$ cat config.mk
export PLATFORM = sky130hd
export DESIGN_NAME = fact_responder
export DESIGN_NICKNAME = d
export VERILOG_FILES = /design/src/rtl/fact_responder_pkg.sv /design/src/rtl/fact_responder_dp.sv /design/src/rtl/fact_responder.sv
export SDC_FILE = /design/constraint.sdc
export NUM_CORES = 1
export LEC_CHECK = 0
export CORE_AREA = 2 2 133 96
export DETAILED_ROUTE_END_ITERATION = 10
export DIE_AREA = 0 0 135 98
export PLACE_DENSITY = 0.82
export SLEW_MARGIN = 25
export SYNTH_ARGS = -nofsm -noshare
export SYNTH_HDL_FRONTEND = slang
export SYNTH_SLANG_ARGS = --single-unit
$ cat constraint.sdc
create_clock -name Clk -period 7.95 [get_ports Clk]
set_input_delay 2.385 -clock Clk [delete_from_list [all_inputs] [get_ports Clk]]
set_output_delay 2.385 -clock Clk [all_outputs]
set_load 0.01 [all_outputs]
$ cat src/rtl/fact_responder_pkg.sv
// fact_responder_pkg
//   Shared definitions for the factorial responder: bus word addresses,
//   FSM state encoding and the default largest legal operand.
package fact_responder_pkg;

  // Largest N whose factorial still fits in 32 bits (12! = 479001600).
  localparam int unsigned N_MAX_DEFAULT = 12;

  // Word addresses (bus address bits 3:2).
  localparam logic [1:0] ADDR_N      = 2'd0;
  localparam logic [1:0] ADDR_CTRL   = 2'd1;
  localparam logic [1:0] ADDR_STATUS = 2'd2;
  localparam logic [1:0] ADDR_RESULT = 2'd3;

  typedef enum logic [1:0] {
    ST_IDLE = 2'd0,
    ST_LOAD = 2'd1,
    ST_MULT = 2'd2,
    ST_DONE = 2'd3
  } state_t;

endpackage

$ cat src/rtl/fact_responder_dp.sv
// fact_dp
//   Factorial datapath: down-counter cnt and running product prod.
//   Ports:
//     clk      - clock, rising edge
//     srst     - synchronous active-high reset, clears cnt and prod
//     load     - cnt <= n_in, prod <= 1
//     step     - one multiply iteration when cnt > 1 (hold otherwise)
//     n_in     - operand captured on load
//     cnt_le1  - cnt <= 1, i.e. the product is final
//     prod     - current running product
module fact_dp
  import fact_responder_pkg::*;
(
  input  logic        clk,
  input  logic        srst,
  input  logic        load,
  input  logic        step,
  input  logic [3:0]  n_in,
  output logic        cnt_le1,
  output logic [31:0] prod
);

  logic [3:0]  cnt_q, cnt_d;
  logic [31:0] prod_q, prod_d;

  assign cnt_le1 = (cnt_q <= 4'd1);
  assign prod    = prod_q;

  always_comb begin
    cnt_d  = cnt_q;
    prod_d = prod_q;
    if (load) begin
      cnt_d  = n_in;
      prod_d = 32'd1;
    end else if (step && !cnt_le1) begin
      // Only the low 32 bits are kept; legal operands never overflow.
      prod_d = prod_q * {28'd0, cnt_q};
      cnt_d  = cnt_q - 4'd1;
    end
  end

  always_ff @(posedge clk) begin
    if (srst) begin
      cnt_q  <= 4'd0;
      prod_q <= 32'd0;
    end else begin
      cnt_q  <= cnt_d;
      prod_q <= prod_d;
    end
  end

endmodule

$ cat src/rtl/fact_responder.sv
// fact_responder
//   Bus-mapped factorial engine. Software writes N, writes Go, polls STATUS
//   and reads RESULT. Holds the control FSM, the register file and the read
//   mux; the iteration itself lives in fact_dp.
//   Ports:
//     Clk  - clock, rising edge
//     Rst  - synchronous active-high reset (wins over a same-cycle write)
//     A    - word address: 0 N, 1 CTRL, 2 STATUS, 3 RESULT
//     WE   - write enable
//     WD   - write data
//     RD   - combinational read data for address A
//     Busy - computation in progress (LOAD or MULT)
module fact_responder
  import fact_responder_pkg::*;
#(
  parameter int unsigned N_MAX = N_MAX_DEFAULT
) (
  input  logic        Clk,
  input  logic        Rst,
  input  logic [1:0]  A,
  input  logic        WE,
  input  logic [31:0] WD,
  output logic [31:0] RD,
  output logic        Busy
);

  localparam logic [3:0] N_MAX_W = 4'(N_MAX);

  state_t      state_q, state_d;
  logic [3:0]  n_q, n_d;
  logic        done_q, done_d;
  logic        err_q, err_d;
  logic [31:0] result_q, result_d;

  logic        go;
  logic        dp_load;
  logic        dp_step;
  logic        dp_cnt_le1;
  logic [31:0] dp_prod;

  // Upper write-data bits carry nothing for this register map.
  logic unused_wd;
  assign unused_wd = ^WD[31:4];

  assign go   = WE && (A == ADDR_CTRL) && WD[0];
  assign Busy = (state_q == ST_LOAD) || (state_q == ST_MULT);

  fact_dp u_dp (
    .clk     (Clk),
    .srst    (Rst),
    .load    (dp_load),
    .step    (dp_step),
    .n_in    (n_q),
    .cnt_le1 (dp_cnt_le1),
    .prod    (dp_prod)
  );

  always_comb begin
    state_d  = state_q;
    n_d      = n_q;
    done_d   = done_q;
    err_d    = err_q;
    result_d = result_q;
    dp_load  = 1'b0;
    dp_step  = 1'b0;

    // N is writable in every state; a running job already copied it into cnt.
    if (WE && (A == ADDR_N)) begin
      n_d = WD[3:0];
    end

    case (state_q)
      ST_IDLE, ST_DONE: begin
        if (go) begin
          state_d = ST_LOAD;
          done_d  = 1'b0;
          err_d   = 1'b0;
        end
      end
      ST_LOAD: begin
        // cnt/prod are loaded even on error; they are simply never used.
        dp_load = 1'b1;
        if (n_q > N_MAX_W) begin
          state_d  = ST_DONE;
          done_d   = 1'b1;
          err_d    = 1'b1;
          result_d = 32'd0;
        end else begin
          state_d = ST_MULT;
        end
      end
      ST_MULT: begin
        dp_step = 1'b1;
        if (dp_cnt_le1) begin
          state_d  = ST_DONE;
          done_d   = 1'b1;
          result_d = dp_prod;
        end
      end
      default: state_d = ST_IDLE;
    endcase
  end

  always_ff @(posedge Clk) begin
    if (Rst) begin
      state_q  <= ST_IDLE;
      n_q      <= 4'd0;
      done_q   <= 1'b0;
      err_q    <= 1'b0;
      result_q <= 32'd0;
    end else begin
      state_q  <= state_d;
      n_q      <= n_d;
      done_q   <= done_d;
      err_q    <= err_d;
      result_q <= result_d;
    end
  end

  always_comb begin
    RD = 32'd0;
    case (A)
      ADDR_N:      RD = {28'd0, n_q};
      ADDR_CTRL:   RD = 32'd0;
      ADDR_STATUS: RD = {30'd0, err_q, done_q};
      ADDR_RESULT: RD = result_q;
      default:     RD = 32'd0;
    endcase
  end

endmodule
==> flow_metrics.tcl, run 1 <==
set metrics [dict create \
    status "complete, no violations" \
    port-buffer-count 41 \
    ys_ff_latch 76 \
    path_clk_slew_ns 0.06 \
    fin_cells 1084 \
    top_usage_layer "met2" \
    cts_tree "yes" \
    crit_top_cell "clkdlybuf4s50_1" \
    slew_violations 0 \
    grtUsageMet2_pct 44.0 \
    gp_congestion 0.902 \
    power.share.clock_pct 37.7 \
    hold_violations 0 \
    timing.final.crit_share_pct 86.8 \
    antenna_left 0 \
    critPathKind "in2out" \
    wl_per_cell_um 16.2 \
    relSlewSlack_pct 39.5 \
    ys_warn_count 0 \
    syn_nets 1037 \
    track_usage_pct 27.8 \
    fin_skew_ns 0.0112 \
    internal_power_w 0.000675 \
    setup_viol 0 \
    antenna_found_initial 0 \
    power_density_nw_per_um2 137 \
    grt.met3_usage_pct 4.93 \
    max_freq_ghz 0.145 \
    ys_types 59 \
    power.share.sequential_pct 38.3 \
    clkLatencyLatePin_ns 0.34 \
    drt_iter0_drc 440 \
    die_area_um2 13200 \
    overflow 0 \
    cap_violations 0 \
    ir_drop_mv 0.231 \
    p_comb_share_pct 24.0 \
    setup_tns_ns 0 \
    die_h_um 98 \
    switching_power_w 0.000391 \
    avgViaCountPerCell 5.76 \
    hpwl_um 12700 \
    endpoint_kind "output port" \
    synth-edff-count 0 \
    ys_seq_area_share_pct 21.7 \
    avgSynthCellArea_um2 7.73 \
    max_stage_delay_ns 0.89 \
    cp_cell_sequence "clkdlybuf4s50_1, nor2_1, a22o_1, clkdlybuf4s50_1" \
    switching_share_pct 36.7 \
    fin_nets 1047 \
    syn2layout_area_growth_pct 10.7 \
    worstPathRequired_ns 5.57 \
    die_x_um 135 \
    netlist_top_cells_area "dfxtp_1 (22%), fa_1 (16%), and2_1 (7.8%), nand2_1 (6.9%), ha_1 (6.4%)" \
    cts_hold_buf 0 \
    route.vias.total 6240 \
    drive_gt1_share_pct 5.31 \
    dpl_worst_slack_ns 1.07 \
    total_power_w 0.00107 \
    core_um2 12100 \
    cts-root-buf "clkbuf_16" \
    fin_ws_ns 1.05 \
    place_inst 1068 \
    diodes 0 \
    grt_pass1_vias 6085 \
    cts_setup_buffers 0 \
    htreeDepth 3 \
    crit_slowest_cell "clkdlybuf4s50_1" \
    synth_top_area_share_pct 21.7 \
    async_reset_ff_share_pct 0 \
    rsz0062_at_grt "false" \
    grt_max_degree 48 \
    cts-resized-gates 0 \
    tightest_slew_ns 0.905 \
    critPathBufInv 2 \
    clock_sinks 76 \
    worstSetupStartpointType "input pin" \
    drt_wl_total_um 17600 \
    clk_path_buf_depth 2 \
    ios 70 \
    use_met1_pct 40.0 \
    path_max_fanout 33 \
    n_fill_cell 1014 \
    syn-instance-count 907 \
    floorplan.initialDensity_pct 58.0 \
    crit_arrival_ns 4.51 \
    synth_top_area_cell "dfxtp_1" \
    min_period_ns 6.90 \
    first_pass_iters 5 \
    rows 34 \
    ys.flop_type "dfxtp_1" \
    cts_inserted_buffers 9 \
    drc 0 \
    grt_pass1_wl_um 29700 \
    netlist_area_um2 7010 \
    hold_path.class "reg2reg" \
    leakage_nw 3.44 \
    path_delay_family "buffers and inverters" \
]
-- power by group through the flow --
| stage | clock, W | combinational (W) | sequential [W] |
|---|---|---|---|
| final | 0.000402 | 0.000255 | 0.000409 |
| after global routing | 0.000424 | 0.000276 | 0.000410 |
| after CTS | 0.000406 | 0.000249 | 0.000408 |
| after detailed placement | 0 | 0.000246 | 0.000416 |
| after global placement | 0 | 0.000242 | 0.000416 |
| after floorplan | 0 | 0.000173 | 0.000411 |
-- worst reg2reg max path, stage by stage (launching register included) --
cell	delay, ns
dfxtp_1	0.79
buf_4	0.36
and2_1	0.17
ha_1	0.15
inv_1	0.05
fa_1	0.50
fa_1	0.47
nor2b_1	0.22
o211ai_1	0.14
nand2_1	0.14
a21oi_1	0.15
o211ai_1	0.48
o221ai_1	0.26
xor2_1	0.25
a21oi_1	0.09
-- cells in the final DEF (no fill, tap or decap), types with 8 or more instances in the layout --
cell             synthesis  layout
nand2_1                128     128
inv_1                  119     119
a21oi_1                 88      88
and2_1                  87      87
dfxtp_1                 76      76
fa_1                    57      57
nand3_1                 42      42
clkdlybuf4s50_1          0      41
ha_1                    36      36
nor2_1                  35      33
and3_1                  31      31
o21ai_0                 19      19
xnor2_1                 18      18
xor2_1                  14      14
a21o_1                  12      12
buf_4                    3      11
clkbuf_16                0       9
o21ai_1                  9       8
-- layer usage --
layer	routed length, µm	up-vias	part of all wire (%)
li1	-	2955	-
met1	8100	3013	46
met2	7950	239	45
met3	1270	33	7.2
met4	271	0	1.5
met5	0	-	0
-- flip-flops by register name (all words and copies together), names as in the netlist --
name        cells
result_q       32
u_dp.prod      32
n_q             4
u_dp.cnt_q      4
state_q         2
done_q          1
err_q           1
-- cells in the mapped netlist, drive strengths merged (7+ instances only) --
cell,count
buf,16
and2,87
inv,119
xnor2,18
nand2,129
fa,57
o21ai,31
ha,36
nor2,36
a22o,7
a21o,13
and3,33
clkbuf,37
a21oi,88
nand3,42
dfxtp,76
xor2,14
-- area by class of cell --
class / instances / area [µm²] / area share, %
multi-input combinational: 659 / 4810 / 61.9
sequential: 76 / 1520 / 19.6
timing repair buffer: 52 / 493 / 6.35
inverter: 119 / 447 / 5.75
clock buffer: 9 / 225 / 2.90
tap: 162 / 203 / 2.61
clock inverter: 7 / 65.1 / 0.838
-- worst paths after layout --
kind,from,to,slack [ns],cells after the start
worst max-delay path,A[1],RD[1],1.05,4
worst min-delay path,result_q[16],result_q[16],0.45,2
worst max register to register,u_dp.cnt_q[1],u_dp.prod[20],3.60,14
worst min register to register,result_q[16],result_q[16],0.45,2
-- kinds of logic (layout without fill, tap and decap cells) --
logic type | Yosys count | in the layout | synth area share, %
AOI/OAI and AO/OA | 171 | 171 | 15.2
xor gates and xnor gates | 32 | 32 | 4.00
and+or+nand+nor | 356 | 356 | 25.5
buffers and inverters | 172 | 187 | 9.94
adders and majority gates | 93 | 93 | 22.7
muxes | 7 | 7 | 1.03
DFF | 76 | 76 | 21.7
-- stage by stage --
stage / hold WS (ns) / area [µm²] / utilization (%)
5_1_grt: 0.471 / 7760 / 64.3
6_report: 0.454 / 7760 / 64.3
3_5_place_dp: 0.445 / 7470 / 61.8
4_1_cts: 0.455 / 7760 / 64.2
3_3_place_gp: 0.437 / 7470 / 61.8
2_1_floorplan: 0.427 / 7010 / -
Note: power is estimated with default switching activity, not from simulation.
==> run 2, diff against run 1 <==
--- a/config.mk
+++ b/config.mk
@@ -8,6 +8,7 @@
 export CORE_AREA = 2 2 133 96
 export DETAILED_ROUTE_END_ITERATION = 10
 export DIE_AREA = 0 0 135 98
+export HOLD_SLACK_MARGIN = 0.12
 export PLACE_DENSITY = 0.82
 export SLEW_MARGIN = 25
 export SYNTH_ARGS = -nofsm -noshare
==> constraint.sdc (replaced) <==
create_clock -name Clk -period 8.9 [get_ports Clk]
set_input_delay 2.67 -clock Clk [delete_from_list [all_inputs] [get_ports Clk]]
set_output_delay 2.67 -clock Clk [all_outputs]
set_load 0.01 [all_outputs]
==> run 2 against run 1 <==
Compared with the run above: clock skew is essentially flat; via count shrank 0.48%; sequential power shrank 10%; count of clock-buffer cells in the layout is the same; setup slack gained 0.28 ns; first-iteration DRC count grew 14%; critical path depth is the same; flip-flop and latch count is the same; combinational power shrank 13%; critical path type unchanged.
==> flow_metrics.tcl, run 2 (synthesis results as in run 1) <==
set metrics [dict create \
    status "complete, no violations" \
    timing.final.crit_share_pct 85.1 \
    max_stage_delay_ns 1.12 \
    top_regs "result_q: 32 flops, u_dp.prod: 32 flops" \
    worstSetupStartpointType "input pin" \
    cts-root-buf "clkbuf_16" \
    clock_sinks 76 \
    hold_ws_ns 0.450 \
    wl_per_cell_um 16.2 \
    ios 70 \
    antenna_left 0 \
    rsz0062_at_grt "false" \
    cts_hold_buf 0 \
    diodes 0 \
    critPathKind "in2out" \
    seq_area_um2 1520 \
    hold_path.class "reg2reg" \
    die_x_um 135 \
    cts_inserted_buffers 9 \
    grt_pass1_vias 5927 \
    setup_viol 0 \
    tightest_slew_ns 0.978 \
    cap_violations 0 \
    crit_arrival_ns 4.90 \
    cts_tree "yes" \
    total_power_w 0.000972 \
    cts-resized-gates 0 \
    power_density_nw_per_um2 125 \
    setup_tns_ns 0 \
    rows 34 \
    avgViaCountPerCell 5.73 \
    multiInputGateArea_um2 4810 \
    drc 0 \
    core_um2 12100 \
    endpoint_kind "output port" \
    final_common_cell "nand2_1" \
    slew_violations 0 \
    ir_drop_mv 0.183 \
    path_max_fanout 33 \
    worstPathRequired_ns 6.23 \
    grt_max_degree 48 \
    route.vias.total 6210 \
    drive_gt1_share_pct 5.21 \
    final_cell_mix "nand2_1 (128), inv_1 (119), a21oi_1 (88)" \
    htreeDepth 3 \
    hold_violations 0 \
    overflow 0 \
    fin_skew_ns 0.0115 \
    first_pass_iters 5 \
    min_period_ns 7.57 \
    crit_slowest_cell "clkdlybuf4s50_1" \
    crit_top_cell "clkdlybuf4s50_1" \
    die_area_um2 13200 \
    cp_cell_sequence "clkdlybuf4s50_1, mux2_2, a22o_1, clkdlybuf4s50_1" \
    antenna_found_initial 0 \
    fin_nets 1046 \
    grt_pass1_wl_um 29600 \
    leakage_nw 3.44 \
    port-buffer-count 41 \
    n_fill_cell 1026 \
    path_clk_slew_ns 0.06 \
    gp_congestion 0.907 \
    relSlewSlack_pct 34.6 \
    max_freq_ghz 0.132 \
    track_usage_pct 27.8 \
    cts_setup_buffers 0 \
    floorplan.initialDensity_pct 58.0 \
    die_h_um 98 \
    drt_iter0_drc 503 \
    syn2layout_area_growth_pct 10.7 \
    clk_path_buf_depth 2 \
    hpwl_um 12500 \
    clkLatencyLatePin_ns 0.35 \
    drt_wl_total_um 17500 \
]
[run 2: changes by cell type in the layout (fill, tap and decap cells not counted), sizes merged]
cell	delta
inv	-2
buf	-1
bufinv	+1
clkinv	+1
[run 2: stage by stage]
stage	std cells	area [µm²]	setup slack [ns]	util (%)
3_3_place_gp	1067	7460	1.43	61.8
5_1_grt	1083	7760	1.17	64.3
3_5_place_dp	1067	7460	1.36	61.8
4_1_cts	1083	7760	1.36	64.2
2_1_floorplan	907	7010	2.93	-
6_report	1083	7760	1.33	64.3
[run 2: path summary, 6_finish.rpt]
kind              slack [ns]          start  cells after the start            end
setup / recovery        1.33           A[0]                      4          RD[1]
hold / removal          0.45   result_q[13]                      2   result_q[13]
setup reg to reg        4.41  u_dp.cnt_q[2]                     13  u_dp.prod[20]
hold reg to reg         0.45   result_q[13]                      2   result_q[13]
[run 2: per-layer routing]
| layer | vias up | GRT usage (%) | wire length [µm] |
|---|---|---|---|
| met5 | - | 0 | 0 |
| met4 | 0 | 7.21 | 324 |
| met3 | 37 | 5.04 | 1020 |
| met2 | 206 | 42.6 | 7870 |
| met1 | 3011 | 40.7 | 8300 |
| li1 | 2956 | - | - |
[run 2: critical path: cells and delay by family]
| kind | cells | cell delay (ns) |
|---|---|---|
| buffers and inverters | 2 | 1.61 |
| AOI/OAI and AO/OA | 1 | 0.19 |
| muxes | 1 | 0.43 |
[run 2: power breakdown]
group | switching [W] | internal (W) | leakage [nW]
registers | 0.0000149 | 0.000352 | 0.613
logic | 0.000168 | 0.0000542 | 2.68
clock network | 0.000163 | 0.000219 | 0.146
[run 2: final cells by class]
cell class / instances / area share [%]
clock buffers: 9 / 2.90
clock inverters: 7 / 0.951
inverters: 119 / 5.75
multi-input cells: 659 / 61.9
flip-flops and latches: 76 / 19.6
well taps: 162 / 2.61
repair buffers: 51 / 6.25
